`src/rtl/if_stage.sv`:
```
// Instruction-fetch stage. Takes one entry at a time from pre-IF, waits for
// the ICache to return the instruction word (unless the entry carries an
// exception or no instruction), and hands the completed entry to decode.
// A flush while a response is still owed moves to DROP so that the stale
// word is swallowed instead of being paired with a younger entry.
module if_stage #(
  parameter int PS_TO_FS_BUS_WD = 40,
  parameter int FS_TO_DS_BUS_WD = 71
) (
  input  logic                       clk,
  input  logic                       reset,
  input  logic                       ps_to_fs_valid,
  input  logic [PS_TO_FS_BUS_WD-1:0] ps_to_fs_bus,
  output logic                       fs_allowin,
  input  logic                       icache_data_ok,
  input  logic [31:0]                icache_rdata,
  input  logic                       ds_allowin,
  output logic                       fs_to_ds_valid,
  output logic [FS_TO_DS_BUS_WD-1:0] fs_to_ds_bus,
  input  logic                       flush
);

  // Field positions inside the incoming pre-IF bus.
  localparam int PS_INST_VALID = 39;
  localparam int PS_BDD        = 38;
  localparam int PS_PC_HI      = 37;
  localparam int PS_PC_LO      = 6;
  localparam int PS_EX         = 5;
  localparam int PS_EXCTYPE_HI = 4;

  typedef enum logic [1:0] {
    ST_EMPTY = 2'd0,
    ST_WAIT  = 2'd1,
    ST_FULL  = 2'd2,
    ST_DROP  = 2'd3
  } state_t;

  state_t state;
  state_t state_next;

  // Held entry fields; these are the only source of the outgoing bus.
  logic        bdd_r;
  logic [31:0] pc_r;
  logic [31:0] inst_r;
  logic        ex_r;
  logic [4:0]  exctype_r;

  // Decoded view of the offered pre-IF entry.
  logic        in_inst_valid;
  logic        in_bdd;
  logic [31:0] in_pc;
  logic        in_ex;
  logic [4:0]  in_exctype;
  logic        in_needs_fetch;

  logic accept;
  logic capture;

  // Split the pre-IF bus into its named fields.
  always_comb begin
    in_inst_valid  = ps_to_fs_bus[PS_INST_VALID];
    in_bdd         = ps_to_fs_bus[PS_BDD];
    in_pc          = ps_to_fs_bus[PS_PC_HI:PS_PC_LO];
    in_ex          = ps_to_fs_bus[PS_EX];
    in_exctype     = ps_to_fs_bus[PS_EXCTYPE_HI:0];
    in_needs_fetch = in_inst_valid & ~in_ex;
  end

  // Handshake towards pre-IF: room exists when empty, or when the held
  // entry leaves for decode this same cycle. Flush blocks acceptance.
  always_comb begin
    fs_allowin = (state == ST_EMPTY) | ((state == ST_FULL) & ds_allowin);
    accept     = ps_to_fs_valid & fs_allowin & ~flush;
  end

  // Next-state logic; flush is examined first so it beats both acceptance
  // and the decode handshake. data_ok is only meaningful in WAIT and DROP.
  always_comb begin
    state_next = state;
    capture    = 1'b0;
    case (state)
      ST_EMPTY: begin
        if (flush) begin
          state_next = ST_EMPTY;
        end else if (accept) begin
          state_next = in_needs_fetch ? ST_WAIT : ST_FULL;
        end
      end
      ST_WAIT: begin
        if (flush) begin
          state_next = icache_data_ok ? ST_EMPTY : ST_DROP;
        end else if (icache_data_ok) begin
          state_next = ST_FULL;
          capture    = 1'b1;
        end
      end
      ST_FULL: begin
        if (flush) begin
          state_next = ST_EMPTY;
        end else if (ds_allowin) begin
          if (accept) begin
            state_next = in_needs_fetch ? ST_WAIT : ST_FULL;
          end else begin
            state_next = ST_EMPTY;
          end
        end
      end
      ST_DROP: begin
        if (icache_data_ok) begin
          state_next = ST_EMPTY;
        end
      end
      default: begin
        state_next = ST_EMPTY;
      end
    endcase
  end

  // State register with synchronous reset.
  always_ff @(posedge clk) begin
    if (reset) begin
      state <= ST_EMPTY;
    end else begin
      state <= state_next;
    end
  end

  // Entry registers: load descriptor fields on acceptance (inst cleared so
  // exception/no-inst entries carry zero), then fill inst from the ICache.
  always_ff @(posedge clk) begin
    if (reset) begin
      bdd_r     <= 1'b0;
      pc_r      <= 32'h0;
      inst_r    <= 32'h0;
      ex_r      <= 1'b0;
      exctype_r <= 5'h0;
    end else if (accept) begin
      bdd_r     <= in_bdd;
      pc_r      <= in_pc;
      inst_r    <= 32'h0;
      ex_r      <= in_ex;
      exctype_r <= in_exctype;
    end else if (capture) begin
      inst_r    <= icache_rdata;
    end
  end

  // Outputs towards decode come straight from state and entry registers.
  always_comb begin
    fs_to_ds_valid = (state == ST_FULL);
    fs_to_ds_bus   = {bdd_r, pc_r, inst_r, ex_r, exctype_r};
  end

endmodule

```
`config.mk`:
```
export PLATFORM = sky130hd
export DESIGN_NAME = if_stage
export DESIGN_NICKNAME = d
export VERILOG_FILES = /design/src/rtl/if_stage.sv
export SDC_FILE = /design/constraint.sdc
export NUM_CORES = 1
export LEC_CHECK = 0
export ABC_AREA = 1
export ABC_CLOCK_PERIOD_IN_PS = 1500
export BUFFER_PORTS_ARGS = -buffer_cell sky130_fd_sc_hd__buf_2
export CORE_ASPECT_RATIO = 0.75
export CORE_MARGIN = 4
export CORE_UTILIZATION = 46
export CTS_BUF_LIST = sky130_fd_sc_hd__clkbuf_4 sky130_fd_sc_hd__clkbuf_8
export CTS_CLUSTER_DIAMETER = 100
export DETAILED_ROUTE_END_ITERATION = 16
export PLACE_DENSITY = 0.89
export SLEW_MARGIN = 10
export SYNTH_ARGS = -nofsm -noshare
export SYNTH_HDL_FRONTEND = slang
export SYNTH_SLANG_ARGS = --single-unit
```
`constraint.sdc`:
```
create_clock -name clk -period 1.5 [get_ports clk]
set_input_delay 0.3 -clock clk [delete_from_list [all_inputs] [get_ports clk]]
set_output_delay 0.3 -clock clk [all_outputs]
set_load 0.005 [all_outputs]
```
==> results_tabular.tex, run 1 <==
\begin{tabular}{lr}
\hline
Metric & Value \\
\hline
\multicolumn{2}{l}{\textbf{Outcome}} \\
Result of the run & completed \\
\multicolumn{2}{l}{\textbf{Floorplanning}} \\
Site row count & 24 \\
Area of the core & 5830 µm² \\
Die width & 97.7 µm \\
DIE AREA & 7350 µm² \\
Die Y & 75.3 µm \\
Effective utilization at floorplan & 0.476 \\
I/O pins & 151 \\
\multicolumn{2}{l}{\textbf{Synth}} \\
Share of cell area taken by muxes after synthesis & 0 \\
Number of register bits inferred by synthesis & 73 \\
Largest family of logic cells by synthesized area & simple AND/OR/NAND/NOR gates \\
Leading cell types by total area after synthesis & sky130\_fd\_sc\_hd\_\_dfxtp\_1, sky130\_fd\_sc\_hd\_\_nand2\_1, sky130\_fd\_sc\_hd\_\_a21oi\_1 \\
Area fraction of the dominant cell type after synthesis & 0.527 \\
Total of warnings raised by yosys & 0 \\
Cells after Synth & around 360 \\
Top cell type by total area after synthesis & sky130\_fd\_sc\_hd\_\_dfxtp\_1 \\
Post-synthesis share of cell area spent on and, or, nand and nor gates & 0.269 \\
Post-synthesis area per instance & around 7.8 µm² \\
Post-synthesis cell area & 2770 µm² \\
Arithmetic-cell share of the synthesized area counting full adders, half adders and majority gates & 0 \\
Xor and xnor area share after synthesis & 0 \\
Complex-gate fraction of the synthesized area & 0.135 \\
Sequential-to-total area share from yosys stat & 0.527 \\
Netlist cell types & 16 \\
Synthesized Nets & 433 \\
\multicolumn{2}{l}{\textbf{Place}} \\
Final RePlAce weighted congestion & between 0.8 and 0.9 \\
Pre-CTS WS & 0.235 ns \\
DP HPWL & 5.58 mm \\
Number of placed instances, taps included & 565 \\
Count of port buffers added during placement & 150 \\
Placed standard-cell area & 3580 µm² \\
\multicolumn{2}{l}{\textbf{Setup path}} \\
Critical Path RT & 1.20 ns \\
Critical Path, Cell by Cell & inv\_1 > nor2\_1 > buf\_2 \\
Worst path top cell family by delay & flip-flops \\
Largest stage delay, worst path & 0.40 ns \\
Kind of end point of the critical path & output pin \\
Data arrival time of the critical path & 1.09 ns \\
CP max FO & 5 \\
Setup slack on the worst flop-to-flop path & 0.25 ns \\
Bufs and invs on worst path & 2 \\
Startpoint class of the critical path & flop \\
Crit-path slowest cell & sky130\_fd\_sc\_hd\_\_dfxtp\_2 \\
Kind of critical path & reg2out \\
\multicolumn{2}{l}{\textbf{Layout}} \\
Final core utilization & 0.653 \\
Antenna Cells & 0 \\
Commonest non-fill, non-tap cell in the layout & sky130\_fd\_sc\_hd\_\_buf\_2 \\
FILL cells & 512 \\
Post-route design area & 3810 µm² \\
Signed area change from the synthesized netlist to the final layout & 37.2\% \\
Highest-count cells in the layout ignoring fill and taps & sky130\_fd\_sc\_hd\_\_buf\_2, sky130\_fd\_sc\_hd\_\_nand2\_1, sky130\_fd\_sc\_hd\_\_a21oi\_1 \\
Nets & between 500 and 600 \\
Fraction of final layout cells sized beyond drive strength 1 & 0.368 \\
Final standard cell count with taps included and fillers excluded & 581 \\
\multicolumn{2}{l}{\textbf{STA}} \\
PnR worst setup slack & 0.109 ns \\
Min cycle time layout & around 1.4 ns \\
Max-slew violation count & 0 \\
RSZ-0062 raised after global routing & false \\
Setup skew after layout & around 0.007 ns \\
Transition at the pin with the smallest max-transition slack & around 0.38 ns \\
Sum of negative setup slack & 0 ns \\
Highest achievable clock rate & 719 MHz \\
Number of failing hold endpoints at the final stage & 0 \\
Final count of negative-setup-slack endpoints & 0 \\
Final period utilization & 0.927 \\
Relative slew slack & 0.744 \\
\multicolumn{2}{l}{\textbf{CTS}} \\
Deepest clock path buffer count & 2 \\
Number of setup buffers added after CTS & 0 \\
CTS HTree Levels & 3 \\
TritonCTS clock tree & built \\
CTS Root Cell & sky130\_fd\_sc\_hd\_\_clkbuf\_8 \\
Clk Latency, worst-skew pair & 0.34 ns \\
Clock transition at the registers of the reported paths & about 0.08 ns \\
CTS sink count & 73 \\
CTS buffer count & 9 \\
\multicolumn{2}{l}{\textbf{Route}} \\
Post-DR vias/cell & 5.00 \\
Antenna violation net count after detailed routing & 0 \\
Iteration count of the initial detailed-routing pass & 4 \\
First-iteration detailed-routing DRC count & 127 \\
Total vias in the final route & 2907 \\
Drt wl/cell & 13.0 µm \\
Total Routed Length & between 7 and 8 mm \\
DRC errors left & 0 \\
\multicolumn{2}{l}{\textbf{GRT}} \\
Overall fraction of global-route tracks in use & 0.207 \\
First-pass GRT wire length & 12.3 mm \\
Number of global-route vias before repair & 2680 \\
Total congestion overflow after global routing & 0 \\
Antenna violations before repair & 0 \\
Largest net degree at the start of global routing & 40 \\
\multicolumn{2}{l}{\textbf{Pwr}} \\
Power density cells & 1100 nW/µm² \\
Reported leakage power & 0.00176 µW \\
Maximum resistive drop on vdd & approximately 510 µV \\
\multicolumn{2}{l}{\textbf{Job}} \\
Max-cap violations & 0 \\
\multicolumn{2}{l}{\textbf{Hold path}} \\
Min-delay worst type & in2reg \\
\hline
\end{tabular}
[what timing repair did]
item / in CTS / in global routing
hold buffers: 0 / 0
setup endpoints to repair: 0 / 1
gates resized for setup: 0 / 1
endpoints found under the hold margin: 0 / 0
[path summary, 6_finish.rpt]
check                                 startpoint  cells past startpoint              to
worst max-delay path                    state[1]                      3  fs_to_ds_valid
worst min-delay path            ps_to_fs_bus[28]                      3        pc_r[22]
worst max register to register          state[0]                      6      inst_r[17]
worst min register to register         inst_r[0]                      2       inst_r[0]
[layout make-up]
| cell class | count | area (µm²) | share of cell area |
|---|---|---|---|
| clock inverters | 5 | 77.6 | 0.0204 |
| well taps | 78 | 97.6 | 0.0256 |
| flip-flops and latches | 73 | 1460 | 0.384 |
| clock buffers | 11 | 151 | 0.0398 |
| inverters | 8 | 30.0 | 0.00789 |
| multi-input cells | 244 | 1120 | 0.295 |
| repair buffers | 162 | 866 | 0.227 |
[per-stage QoR]
step	hold slack (ns)	total power, µW
finish	0.204	4200
global route	0.184	4400
CTS	0.188	4250
detailed placement	0.450	2530
global placement	0.444	2510
floorplan	0.443	2310
[worst register-to-register path: stages, from the launching register on]
cell                      delay [ns]
sky130_fd_sc_hd__dfxtp_1        0.40
sky130_fd_sc_hd__inv_2          0.10
sky130_fd_sc_hd__nor2_4         0.13
sky130_fd_sc_hd__nand3_1        0.11
sky130_fd_sc_hd__buf_4          0.24
sky130_fd_sc_hd__nand2_1        0.10
sky130_fd_sc_hd__a21oi_1        0.06
[cell families (layout without fill, tap and decap cells)]
kind of cell           Yosys count  in the layout
AOI/OAI and AO/OA               75             75
buffers and inverters           38            186
DFF                             73             73
and+or+nand+nor                169            169
[synthesized netlist by cell type]
library cell	instances
sky130_fd_sc_hd__inv_2	3
sky130_fd_sc_hd__buf_4	3
sky130_fd_sc_hd__dfxtp_1	73
sky130_fd_sc_hd__nand4_1	32
sky130_fd_sc_hd__nand4_4	1
sky130_fd_sc_hd__nand2_2	1
sky130_fd_sc_hd__a21oi_1	74
sky130_fd_sc_hd__buf_6	3
sky130_fd_sc_hd__nand3_1	3
sky130_fd_sc_hd__nor2_1	7
sky130_fd_sc_hd__nand2_1	124
sky130_fd_sc_hd__o21ai_0	1
sky130_fd_sc_hd__inv_1	5
sky130_fd_sc_hd__nor2_4	1
sky130_fd_sc_hd__clkbuf_1	12
sky130_fd_sc_hd__buf_2	12
[flip-flops by register name, summed over array words and instances, names as in the netlist]
signal,count
bdd_r,1
ex_r,1
exctype_r,5
inst_r,32
pc_r,32
state,2
[power breakdown]
| part | internal [µW] | switching [µW] |
|---|---|---|
| Combinational | 198 | 252 |
| Sequential | 2000 | 34.2 |
| Clock | 1020 | 691 |
| Total | 3220 | 977 |
[routing by layer]
metal  routed length [µm]  global-route usage  vias up
met5                    0                   0        -
met2                 3700               0.361      106
met3                  652              0.0824       10
met4                   78              0.0676        0
met1                 3150               0.240     1321
li1                     -                   -     1470
(Power assumes the default switching activity.)
==> run 2, diff against run 1 <==
--- a/config.mk
+++ b/config.mk
@@ -5,12 +5,11 @@
 export SDC_FILE = /design/constraint.sdc
 export NUM_CORES = 1
 export LEC_CHECK = 0
-export ABC_AREA = 1
 export ABC_CLOCK_PERIOD_IN_PS = 1500
 export BUFFER_PORTS_ARGS = -buffer_cell sky130_fd_sc_hd__buf_2
 export CORE_ASPECT_RATIO = 0.75
 export CORE_MARGIN = 4
-export CORE_UTILIZATION = 46
+export CORE_UTILIZATION = 45
 export CTS_BUF_LIST = sky130_fd_sc_hd__clkbuf_4 sky130_fd_sc_hd__clkbuf_8
 export CTS_CLUSTER_DIAMETER = 100
 export DETAILED_ROUTE_END_ITERATION = 16
==> run 2 against run 1 <==
Non-clock buffer count unchanged. Sequential cell count unchanged. Power down 6.6%. Clock power down 13%. Largest power group unchanged. Final cell count down 2.9%.
==> results_tabular.tex, run 2 <==
\begin{tabular}{lr}
\hline
Metric & Value \\
\hline
\multicolumn{2}{l}{\textbf{STA}} \\
Sum of negative setup slack & 0 ns \\
Transition at the pin with the smallest max-transition slack & 0.290 ns \\
Max-slew violation count & 0 \\
Min cycle time layout & 1.44 ns \\
Final count of negative-setup-slack endpoints & 0 \\
Number of failing hold endpoints at the final stage & 0 \\
PnR worst setup slack & 0.0636 ns \\
Setup skew after layout & 0.00551 ns \\
Highest achievable clock rate & 696 MHz \\
Final period utilization & 0.958 \\
Relative slew slack & 0.805 \\
\multicolumn{2}{l}{\textbf{Synth}} \\
Top cell type by total area after synthesis & sky130\_fd\_sc\_hd\_\_dfxtp\_1 \\
Number of register bits inferred by synthesis & 73 \\
List of most frequent post-synthesis cells & sky130\_fd\_sc\_hd\_\_nand2\_1, sky130\_fd\_sc\_hd\_\_dfxtp\_1, sky130\_fd\_sc\_hd\_\_a21oi\_1 \\
Netlist cell types & 22 \\
Most instantiated flip-flop cell in the synthesis netlist & sky130\_fd\_sc\_hd\_\_dfxtp\_1 \\
Asr flop ratio synth & 0 \\
Leading cell type by number of instances after synthesis & sky130\_fd\_sc\_hd\_\_nand2\_1 \\
Post-synthesis cell area & around 2600 µm² \\
Leading cell types by total area after synthesis & sky130\_fd\_sc\_hd\_\_dfxtp\_1, sky130\_fd\_sc\_hd\_\_nand2\_1, sky130\_fd\_sc\_hd\_\_a21oi\_1 \\
Number of enable-type register cells in the synthesized netlist & 0 \\
Area fraction of the dominant cell type after synthesis & 0.555 \\
Post-synthesis area per instance & between 7 and 8 µm² \\
Sequential-to-total area share from yosys stat & 0.555 \\
Cells after Synth & 336 \\
Synthesized Nets & 414 \\
Total of warnings raised by yosys & 0 \\
\multicolumn{2}{l}{\textbf{CTS}} \\
CTS Root Cell & sky130\_fd\_sc\_hd\_\_clkbuf\_8 \\
CTS HTree Levels & 3 \\
CTS sink count & 73 \\
CTS hold repair buffers & 0 \\
CTS buffer count & 9 \\
Clock transition at the registers of the reported paths & approximately 0.070 ns \\
Deepest clock path buffer count & 2 \\
TritonCTS clock tree & built \\
Number of setup buffers added after CTS & 0 \\
Clk Latency, worst-skew pair & around 0.33 ns \\
Post\_cts resized & 0 \\
\multicolumn{2}{l}{\textbf{Layout}} \\
Fraction of final layout cells sized beyond drive strength 1 & 0.376 \\
Storage element area & about 1500 µm² \\
Highest-count cells in the layout ignoring fill and taps & sky130\_fd\_sc\_hd\_\_buf\_2, sky130\_fd\_sc\_hd\_\_nand2\_1, sky130\_fd\_sc\_hd\_\_dfxtp\_1 \\
Post-route design area & 3700 µm² \\
Antenna Cells & 0 \\
Final core utilization & 0.672 \\
Area of combinational cells with multiple inputs & 1050 µm² \\
Signed area change from the synthesized netlist to the final layout & 40.5\% \\
Registers with the highest flip-flop counts & inst\_r: 32 flops, pc\_r: 32 flops, exctype\_r: 5 flops \\
FILL cells & 484 \\
Nets & 562 \\
Commonest non-fill, non-tap cell in the layout & sky130\_fd\_sc\_hd\_\_buf\_2 \\
\multicolumn{2}{l}{\textbf{Setup path}} \\
Kind of end point of the critical path & output pin \\
Bufs and invs on worst path & 2 \\
Setup slack on the worst flop-to-flop path & 0.10 ns \\
Worst path top cell family by delay & flip-flops \\
Largest stage delay, worst path & around 0.32 ns \\
Worst setup path startpoint & state[1] \\
Critical Path RT & 1.20 ns \\
Reg2Reg Launch Point & state[1] \\
Critical Path, Cell by Cell & and2b\_4 > buf\_4 > nor2\_4 > buf\_2 \\
Startpoint class of the critical path & flop \\
Crit-path slowest cell & sky130\_fd\_sc\_hd\_\_dfxtp\_2 \\
Data arrival time of the critical path & roughly 1.1 ns \\
Reg-to-reg endpoint & inst\_r[11] \\
CP max FO & 3 \\
Kind of critical path & reg2out \\
Number of cells on the worst reg-to-reg path & 5 \\
\multicolumn{2}{l}{\textbf{Hold path}} \\
Min-delay worst type & in2reg \\
Hold Crit Start & ps\_to\_fs\_bus[3] \\
Hold Path End & exctype\_r[3] \\
Hold depth & 3 \\
\multicolumn{2}{l}{\textbf{Pwr}} \\
Switching fraction of total power & 0.235 \\
Reported leakage power & 0.00172 µW \\
Net switching component of the power & between 900 and 1000 µW \\
Combinational cell fraction of total power & 0.103 \\
Cell Int Power & roughly 3000 µW \\
Part of the power in registers & 0.517 \\
Maximum resistive drop on vdd & around 670 µV \\
Fraction of power consumed by the clock network & 0.381 \\
Power density cells & 1060 nW/µm² \\
\multicolumn{2}{l}{\textbf{Floorplanning}} \\
Site row count & 23 \\
Area of the core & between 5000 and 6000 µm² \\
DIE AREA & around 7100 µm² \\
Effective utilization at floorplan & 0.479 \\
Die Y & $\sim$74 µm \\
Die width & a little under 100 µm \\
I/O pins & 151 \\
\multicolumn{2}{l}{\textbf{GRT}} \\
Total congestion overflow after global routing & 0 \\
First-pass GRT wire length & $\sim$11 mm \\
Overall fraction of global-route tracks in use & 0.200 \\
Number of global-route vias before repair & roughly 2.6k \\
Antenna violations before repair & 0 \\
Largest net degree at the start of global routing & 40 \\
\multicolumn{2}{l}{\textbf{Route}} \\
First-iteration detailed-routing DRC count & 93 \\
Drt wl/cell & 12.7 µm \\
Antenna violation net count after detailed routing & 0 \\
DRC errors left & 0 \\
Total Routed Length & 7.14 mm \\
Total vias in the final route & 2716 \\
Iteration count of the initial detailed-routing pass & 4 \\
Post-DR vias/cell & 4.82 \\
\multicolumn{2}{l}{\textbf{Job}} \\
Max-cap violations & 0 \\
\multicolumn{2}{l}{\textbf{Place}} \\
Final RePlAce weighted congestion & 0.846 \\
Pre-CTS WS & -0.000632 ns \\
DP HPWL & 5.37 mm \\
Count of port buffers added during placement & 150 \\
Placed standard-cell area & 3490 µm² \\
\multicolumn{2}{l}{\textbf{Outcome}} \\
Result of the run & completed \\
\hline
\end{tabular}
-- run 2: how the worst max path moves through the flow --
stage	slack, ns	depth (start not counted)	endpoint
final	0.06	4	fs_allowin
after global routing	-0.0009	6	pc_r[5]
after CTS	0.009	4	fs_allowin
after detailed placement	-0.0006	6	inst_r[11]
after global placement	0.02	6	inst_r[20]
after floorplan	0.01	7	exctype_r[0]
-- run 2: cell families (layout without fill, tap and decap cells) --
kind of cell / after synthesis / in the layout / share of synthesized area
simple gates: 158 / 158 / 0.234
buf+inv: 27 / 180 / 0.0537
compound gates: 77 / 77 / 0.153
mux: 1 / 1 / 0.00428
flops: 73 / 73 / 0.555
-- run 2: stage by stage --
stage	hold slack, ns	std cells	total power, µW
after global routing	0.169	564	4110
after detailed placement	0.443	548	2470
after floorplan	0.435	336	2250
after CTS	0.175	564	3970
after global placement	0.438	548	2460
final	0.195	564	3920
-- run 2: worst reg2reg max path: cells and delay by family (launching register included) --
family                 cells  cell delay [ns]
buffers and inverters      1             0.19
AOI/OAI and AO/OA          1             0.07
and+or+nand+nor            3             0.71
DFF                        1             0.32
-- run 2: area by class of cell --
class                   count  share of cell area
well taps                  75              0.0254
repair buffers            162               0.241
inverters                   2             0.00203
clock inverters             6              0.0156
flip-flops and latches     73               0.396
multi-input cells         236               0.283
clock buffers              10              0.0372
-- run 2: routing by layer --
layer	wire length (µm)	part of all wire	track usage
met5	0	0	0
met4	158	0.022	0.0918
met3	619	0.087	0.0799
met2	3560	0.50	0.365
met1	2800	0.39	0.200
-- run 2: power by group through the flow --
stage	sequential [µW]	combinational, µW	clock (µW)
final	2020	402	1490
after global routing	2030	448	1630
after CTS	2020	403	1540
after detailed placement	2070	401	0
after global placement	2070	393	0
after floorplan	2080	177	0
